<file path="src/rtl/regwb_arb_if.sv">
// Writeback arbiter bus: two writeback requesters, issue/hazard-check port
// and the register file write port.
interface regwb_arb_if;
    logic        wb0_valid;
    logic [4:0]  wb0_reg;
    logic [31:0] wb0_data;
    logic        wb0_ready;

    logic        wb1_valid;
    logic [4:0]  wb1_reg;
    logic [31:0] wb1_data;
    logic        wb1_ready;

    logic        iss_valid;
    logic [4:0]  iss_reg;
    logic [4:0]  chk_reg1;
    logic [4:0]  chk_reg2;
    logic        chk_busy1;
    logic        chk_busy2;

    logic        regwrite;
    logic [4:0]  wrreg;
    logic [31:0] wrdata;

    modport master (
        output wb0_valid, wb0_reg, wb0_data,
        input  wb0_ready,
        output wb1_valid, wb1_reg, wb1_data,
        input  wb1_ready,
        output iss_valid, iss_reg, chk_reg1, chk_reg2,
        input  chk_busy1, chk_busy2,
        input  regwrite, wrreg, wrdata
    );

    modport slave (
        input  wb0_valid, wb0_reg, wb0_data,
        output wb0_ready,
        input  wb1_valid, wb1_reg, wb1_data,
        output wb1_ready,
        input  iss_valid, iss_reg, chk_reg1, chk_reg2,
        output chk_busy1, chk_busy2,
        output regwrite, wrreg, wrdata
    );
endinterface

</file>
<file path="src/rtl/regwb_arb.sv">
// Two-requester register-file writeback arbiter with starvation guard for
// requester 1 and a pending-write scoreboard for issue hazard checks.
module regwb_arb #(
    parameter int STARVE_LIMIT = 3
) (
    input logic        clk,
    input logic        reset,
    regwb_arb_if.slave bus
);
    localparam logic [2:0] LIMIT = 3'(STARVE_LIMIT);

    logic [2:0]  starve_cnt;
    logic        starve_hit;
    logic        grant0;
    logic        grant1;
    logic        accept;
    logic [4:0]  acc_reg;
    logic [31:0] acc_data;

    logic        vld_p0;
    logic [4:0]  wrreg_p0;
    logic [31:0] wrdata_p0;

    logic [31:0] busy;
    logic [31:0] set_mask;
    logic [31:0] clr_mask;

    // A source is still hazardous unless the write retiring this cycle forwards it.
    function automatic logic hazard(input logic [4:0] r);
        return (r != 5'd0) && busy[r] && !(vld_p0 && (wrreg_p0 == r));
    endfunction

    always_comb begin
        starve_hit = bus.wb1_valid && (starve_cnt == LIMIT);
        grant1     = !reset && bus.wb1_valid && (starve_hit || !bus.wb0_valid);
        grant0     = !reset && bus.wb0_valid && !starve_hit;
        accept     = grant0 || grant1;
        acc_reg    = grant1 ? bus.wb1_reg  : bus.wb0_reg;
        acc_data   = grant1 ? bus.wb1_data : bus.wb0_data;
    end

    assign bus.wb0_ready = grant0;
    assign bus.wb1_ready = grant1;

    always_ff @(posedge clk) begin
        if (reset) begin
            starve_cnt <= 3'd0;
        end else if (!bus.wb1_valid || grant1) begin
            starve_cnt <= 3'd0;
        end else if (starve_cnt != LIMIT) begin
            starve_cnt <= starve_cnt + 3'd1;
        end
    end

    // Stage p0: accepted transfer registered onto the register file write port.
    always_ff @(posedge clk) begin
        if (reset) begin
            vld_p0    <= 1'b0;
            wrreg_p0  <= 5'd0;
            wrdata_p0 <= 32'd0;
        end else if (accept) begin
            vld_p0    <= (acc_reg != 5'd0);
            wrreg_p0  <= acc_reg;
            wrdata_p0 <= acc_data;
        end else begin
            vld_p0    <= 1'b0;
        end
    end

    assign bus.regwrite = vld_p0;
    assign bus.wrreg    = wrreg_p0;
    assign bus.wrdata   = wrdata_p0;

    always_comb begin
        set_mask = 32'd0;
        clr_mask = 32'd0;
        if (bus.iss_valid && (bus.iss_reg != 5'd0))
            set_mask[bus.iss_reg] = 1'b1;
        if (vld_p0)
            clr_mask[wrreg_p0] = 1'b1;
    end

    // Set is applied after clear so a same-edge issue keeps the register busy.
    always_ff @(posedge clk) begin
        if (reset) begin
            busy <= 32'd0;
        end else begin
            busy <= ((busy & ~clr_mask) | set_mask) & ~32'd1;
        end
    end

    assign bus.chk_busy1 = hazard(bus.chk_reg1);
    assign bus.chk_busy2 = hazard(bus.chk_reg2);
endmodule

</file>
<file path="src/flat_wrapper.sv">
// flat-port wrapper written by rule: the top's interface ports become plain ports
module regwb_arb_flat 
#(
    parameter int STARVE_LIMIT = 3
)
  (clk, reset, bus_wb0_valid, bus_wb0_reg, bus_wb0_data, bus_wb0_ready, bus_wb1_valid, bus_wb1_reg, bus_wb1_data, bus_wb1_ready, bus_iss_valid, bus_iss_reg, bus_chk_reg1, bus_chk_reg2, bus_chk_busy1, bus_chk_busy2, bus_regwrite, bus_wrreg, bus_wrdata);
  regwb_arb_if bus_i ();
  input logic clk;
  input logic reset;
  input wire logic [$bits(bus_i.wb0_valid)-1:0] bus_wb0_valid;
  input wire logic [$bits(bus_i.wb0_reg)-1:0] bus_wb0_reg;
  input wire logic [$bits(bus_i.wb0_data)-1:0] bus_wb0_data;
  output wire logic [$bits(bus_i.wb0_ready)-1:0] bus_wb0_ready;
  input wire logic [$bits(bus_i.wb1_valid)-1:0] bus_wb1_valid;
  input wire logic [$bits(bus_i.wb1_reg)-1:0] bus_wb1_reg;
  input wire logic [$bits(bus_i.wb1_data)-1:0] bus_wb1_data;
  output wire logic [$bits(bus_i.wb1_ready)-1:0] bus_wb1_ready;
  input wire logic [$bits(bus_i.iss_valid)-1:0] bus_iss_valid;
  input wire logic [$bits(bus_i.iss_reg)-1:0] bus_iss_reg;
  input wire logic [$bits(bus_i.chk_reg1)-1:0] bus_chk_reg1;
  input wire logic [$bits(bus_i.chk_reg2)-1:0] bus_chk_reg2;
  output wire logic [$bits(bus_i.chk_busy1)-1:0] bus_chk_busy1;
  output wire logic [$bits(bus_i.chk_busy2)-1:0] bus_chk_busy2;
  output wire logic [$bits(bus_i.regwrite)-1:0] bus_regwrite;
  output wire logic [$bits(bus_i.wrreg)-1:0] bus_wrreg;
  output wire logic [$bits(bus_i.wrdata)-1:0] bus_wrdata;
  assign bus_i.wb0_valid = bus_wb0_valid;
  assign bus_i.wb0_reg = bus_wb0_reg;
  assign bus_i.wb0_data = bus_wb0_data;
  assign bus_wb0_ready = bus_i.wb0_ready;
  assign bus_i.wb1_valid = bus_wb1_valid;
  assign bus_i.wb1_reg = bus_wb1_reg;
  assign bus_i.wb1_data = bus_wb1_data;
  assign bus_wb1_ready = bus_i.wb1_ready;
  assign bus_i.iss_valid = bus_iss_valid;
  assign bus_i.iss_reg = bus_iss_reg;
  assign bus_i.chk_reg1 = bus_chk_reg1;
  assign bus_i.chk_reg2 = bus_chk_reg2;
  assign bus_chk_busy1 = bus_i.chk_busy1;
  assign bus_chk_busy2 = bus_i.chk_busy2;
  assign bus_regwrite = bus_i.regwrite;
  assign bus_wrreg = bus_i.wrreg;
  assign bus_wrdata = bus_i.wrdata;
  regwb_arb #(.STARVE_LIMIT(STARVE_LIMIT)) u_core (.clk(clk), .reset(reset), .bus(bus_i));
endmodule
</file>
<file path="config.mk">
export PLATFORM = sky130hd
export DESIGN_NAME = regwb_arb_flat
export DESIGN_NICKNAME = d
export VERILOG_FILES = /design/src/rtl/regwb_arb_if.sv /design/src/rtl/regwb_arb.sv /design/src/flat_wrapper.sv
export SDC_FILE = /design/constraint.sdc
export NUM_CORES = 1
export LEC_CHECK = 0
export CAP_MARGIN = 0
export CORE_MARGIN = 2
export CORE_UTILIZATION = 25
export DETAILED_ROUTE_END_ITERATION = 8
export PLACE_DENSITY = 0.58
export SLEW_MARGIN = 20
export SYNTH_ARGS = -nofsm -noshare
export SYNTH_HDL_FRONTEND = slang
export SYNTH_SLANG_ARGS = --single-unit
</file>
<file path="constraint.sdc">
create_clock -name clk -period 1.7 [get_ports clk]
set_input_delay 0.255 -clock clk [delete_from_list [all_inputs] [get_ports clk]]
set_output_delay 0.255 -clock clk [all_outputs]
set_load 0.02 [all_outputs]
</file>
# [After elaboration in Yosys (flattened, before gate mapping)]
# Cells that the tools add are included.
[totals] in_bits=94 output_inout_bits=42 ff_bits=73 word_cells=62
[op_classes] eq_ne=4 reduce_logical=29 magnitude_cmp=6 addsub=1 n_mux=12 bitwise=4
[ops] op="$mux 32" n=3
[ops] op="$and 32x32->32" n=1
[ops] op="$not 32->32" n=1
[ops] op="$or 32x32->32" n=1
[ops] op="$lt 5x6->1 const B" n=4
[ops] op="$reduce_bool 5->1" n=4
[ops] op="$logic_and 1x1->1" n=14
[ops] op="$bmux 1 s5" n=2
[ops] op="$demux 1 s5" n=2
[ops] op="$eq 5x5->1" n=2
[ops] op="$ge 5x1->1 const B" n=2
[ops] op="$logic_not 1->1" n=6
[ops] op="$mux 5" n=1
[ops] op="$mux 1" n=4
[ops] op="$reduce_or 2->1" n=2
[ops] op="$add 3x1->3 const B" n=1
[ops] op="$eq 3x2->1 const B" n=1
[ops] op="$logic_or 1x1->1" n=3
[ops] op="$ne 3x2->1 const B" n=1
[ops] op="$not 1->1" n=1

# [Logic depth before layout (Yosys ltp)]
[logic_depth] depth_word=8 mapped_depth=9 ltp_nobuf=7

# [Worst setup path after synthesis]
# Ideal clock, no wire load.
[synth_timing] kind="reg2out" from="register u_core.wrreg_p0[3] (netlist: u_core.bus.wrreg[3])" to="output port bus_chk_busy2" slack_ns=-0.005 arrival_time_ns=1.450 n_path_buf=1 t_required_ns=1.445 stages_incl_launch_ff=7 cell_sequence="dfxtp_1 -> clkbuf_1 -> xnor2_1 -> nand4_1 -> nor2_1 -> nand3_1 -> a31o_1"
[synth_between] elab_chain_len=4
[synth_lines] element="start, declared" line="regwb_arb.sv:21" rtl="logic [4:0] wrreg_p0;"
[synth_lines] element="start signal, assigned" line="regwb_arb.sv:63" rtl="wrreg_p0 <= acc_reg;"
[synth_lines] element="$eq 5x5->1" line="regwb_arb.sv:30" rtl="return (r != 5'd0) && busy[r] && !(vld_p0 && (wrreg_p0 == r));"
[synth_lines] element="$logic_and 1x1->1" line="regwb_arb.sv:30"
[synth_lines] element="$logic_not 1->1" line="regwb_arb.sv:30"
[synth_lines] element="$logic_and 1x1->1" line="regwb_arb.sv:30"
[synth_lines] element="end, declared" line="flat_wrapper.sv:23" rtl="output wire logic [$bits(bus_i.chk_busy2)-1:0] bus_chk_busy2;"
# No other way between the ends.

# [Worst setup path after layout]
[layout_timing] from="register u_core.busy[21]" to="output port bus_chk_busy2"
[layout_between] elab_chain_len=4
[layout_lines] element="start, declared" line="regwb_arb.sv:24" rtl="logic [31:0] busy;"
[layout_lines] element="start signal, assigned" line="regwb_arb.sv:88" rtl="busy <= ((busy & ~clr_mask) | set_mask) & ~32'd1;"
[layout_lines] element="$bmux 1 s5" line="regwb_arb.sv:30"
[layout_lines] element="$mux 1 (not written as such)" line="regwb_arb.sv:30"
[layout_lines] element="$logic_and 1x1->1 (2 in series)" line="regwb_arb.sv:30"
# No other way between the ends. The select of a mux whose other input is x is not followed.

==> key figures <==
Status
  – Status: finished, violations left
  – Failing checks: negative setup slack

Route
  – Drt total wl: 13.03 mm
  – Vias: 4079
  – Vias/cell: 4.999
  – Post-route DRC: 0
  – Iter 0 DRT Violations: around 190
  – Routed len/inst: 15.97 µm
  – ANT nets after route: 0
  – Drt first pass iters: 4

Setup path
  – Critical R2R Capture: u_core.bus.wrreg[4]
  – Critical Path RT: 1.44 ns
  – Reg2Reg Setup Slack: 0.12 ns
  – CP max FO: 3
  – CP arrival: 1.85 ns
  – Kind of critical path: register to output pin
  – CP Capture Type: output pin
  – R2R Path Start: u_core.starve_cnt[0]
  – Critical Path Start: u_core.busy[21]
  – Crit start category: register
  – R2R depth: 7

Timing
  – Peak Freq: between 400 and 500 MHz
  – Final hold viol count: 0
  – Slew Viols, Final: 0
  – Worst Hold Slack: 0.4263 ns
  – Final Worst Setup Slack: -0.4072 ns
  – Unrepaired setup endpoints after global routing: true
  – Worst-Margin Slew: ~0.63 ns
  – Clock period minus worst slack: around 2.1 ns
  – Setup Viol. Count Final: 3
  – Worst Clk Skew: 0.009294 ns
  – Max_slew headroom: 0.5802
  – Period utilisation layout: 1.240

Pwr
  – VDD IR-drop max: 365.2 µV
  – Pleak: around 2.3 nW
  – Power Density: roughly 750 nW/µm²

Yosys
  – Synthesized area: 3860 µm²
  – Mean Syn Cell Area: 8.355 µm²
  – Synth top area share: 0.3734
  – Post-synthesis register bit count: 72
  – Post-Syn Instances: 462
  – Synth Warn #: 0
  – Synth area leaders: dfxtp_1 37%, nand2_1 8.6%, mux2i_1 6.7%
  – Fraction of registers with async set/reset: 0
  – Post-synth EDFFs: 0
  – Syn_nets: between 500 and 600
  – Area leader, netlist: dfxtp_1
  – Sequential share of the synthesized area: 0.3734
  – Number of distinct library cells after synthesis: 44
  – Post-synth top flop: dfxtp_1

Cells and area
  – Area grow syn2layout: 57.37%
  – Finished Layout Cells: 816
  – Commonest non-fill, non-tap cells in the layout: 116 x clkdlybuf4s50_1, 88 x nand2_1, 68 x dfxtp_1
  – Most common cell after layout, fill and taps aside: clkdlybuf4s50_1
  – Final-layout fill cell count: 1522
  – ANT cells: 0
  – Share of cells above drive strength 1: 0.1815
  – Fin nets: about 720

GRT
  – Vias in the first global route: 4220
  – Met1 Resource Use GR: 0.1861
  – Busiest grt layer: met2
  – Met3 usage: 0.03881
  – Global Route Usage Sum: 0.1593
  – GRT Residual Overflow: 0
  – Global-route wire length before repair: approximately 21 mm
  – Pin count of the biggest net entering global routing: 56
  – M2 GR Usage: 0.2788
  – Initial antenna violation count: 0

Worst hold path
  – Hold Path End: u_core.bus.wrdata[31]
  – WHS Path Cells: 4
  – Hold Path Class: input port to register
  – Hold Path Origin: reset

Placement
  – Buffers added on ports: 135
  – GPL Wtd Cong: 0.9101
  – Pre-CTS setup slack: -1.115 ns
  – Post-DP HPWL: about 9.8 mm
  – Dpl cells: 796

Die
  – Die width: around 130 µm
  – Die Footprint: 16450 µm²
  – Initial core utilization: 0.2549
  – IO Count: 136
  – FP Rows: 45
  – Core box area: roughly 15000 µm²
  – Die height: 128.3 µm

Run
  – Max Cap Violations: 0

Clock network
  – Clk root buf: clkbuf_16
  – Total CTS buffers: 9
  – Clk slew on worst S/H paths: approximately 0.060 ns
  – Worst skew pair latency: 0.33 ns
  – Hold_buf cts: 0
  – Clk sink count: 72
  – Longest Clk Path Bufs: 2
  – H-tree Lvls: 3
  – CTS tree: built
## metal layers
metal,up-vias,share of wire
li1,1978,-
met1,1932,0.41
met2,159,0.51
met3,10,0.078
met4,0,0.0098
met5,-,0
## synthesized netlist by cell type, types with 5 or more instances
master,instances
buf_2,8
nand3b_1,18
nor2b_1,5
nand2_1,88
a311oi_1,23
nand3_1,6
a21oi_1,35
clkbuf_1,21
xnor2_1,8
nor2_1,43
mux2i_1,26
o21ai_0,42
mux4_2,8
dfxtp_1,72
## how the worst max path moves through the flow
stage	slack (ns)	end	depth (start not counted)
6_report	-0.41	bus_chk_busy2	6
5_1_grt	-0.45	bus_chk_busy2	6
4_1_cts	-0.44	bus_chk_busy1	6
3_5_place_dp	-1.12	bus_chk_busy1	8
3_3_place_gp	-1.07	bus_chk_busy1	7
2_1_floorplan	0.0008	u_core.bus.wrdata[14]	9
## stage by stage
step                instance area [µm²]  power, W  TNS, ns    util
finish                             6075  0.004527  -0.8477  0.4011
global route                       6075  0.004741   -1.035  0.4011
CTS                                6005  0.004570  -0.9349  0.3964
detailed placement                 5634  0.002847   -14.94  0.3720
global placement                   5634  0.002832   -13.40  0.3720
floorplan                          3862  0.002294        0       -
## area by class of cell
| type | count | area (µm²) | area share |
|---|---|---|---|
| inverters | 2 | 10.01 | 0.001648 |
| flip-flops and latches | 72 | 1446 | 0.2381 |
| multi-input cells | 351 | 2335 | 0.3843 |
| repair buffers | 187 | 1783 | 0.2935 |
| clock inverters | 6 | 36.28 | 0.005973 |
| well taps | 188 | 235.2 | 0.03872 |
| clock buffers | 10 | 229.0 | 0.03769 |
## where the power goes
group	total [W]	switching (W)	internal (W)	leakage [nW]
logic	0.00101	0.000471	0.000539	1.60
clock network	0.00169	0.000713	0.000979	0.132
registers	0.00182	0.0000541	0.00177	0.592
## cell families after synthesis
group / share of synthesized area
buffers and inverters: 0.05122
xor gates and xnor gates: 0.01815
AOI/OAI and AO/OA: 0.1854
and+or+nand+nor: 0.2376
DFF: 0.3734
adders and majority gates: 0.006482
muxes: 0.1277
## repair_timing
action	4_1_cts	5_1_grt
endpoints found under the hold margin	0	0
pin swaps	10	6
setup buffers	3	0
setup endpoints to repair	48	21
resized for setup	61	18
gates cloned	0	1
## registers in the layout (all words and copies together), names as in the netlist
register             count
u_core.busy             31
u_core.bus.wrreg         5
u_core.bus.regwrite      1
u_core.bus.wrdata       32
u_core.starve_cnt        3
## worst max-delay path, cell delays in order, from the launching register on
cell and delay (ns):
dfxtp_2 0.34, mux4_2 0.47, nor2b_4 0.14, a211oi_2 0.15, a21oi_1 0.07, a31o_1 0.23, buf_6 0.13
Power figures use the tool's default switching activity.
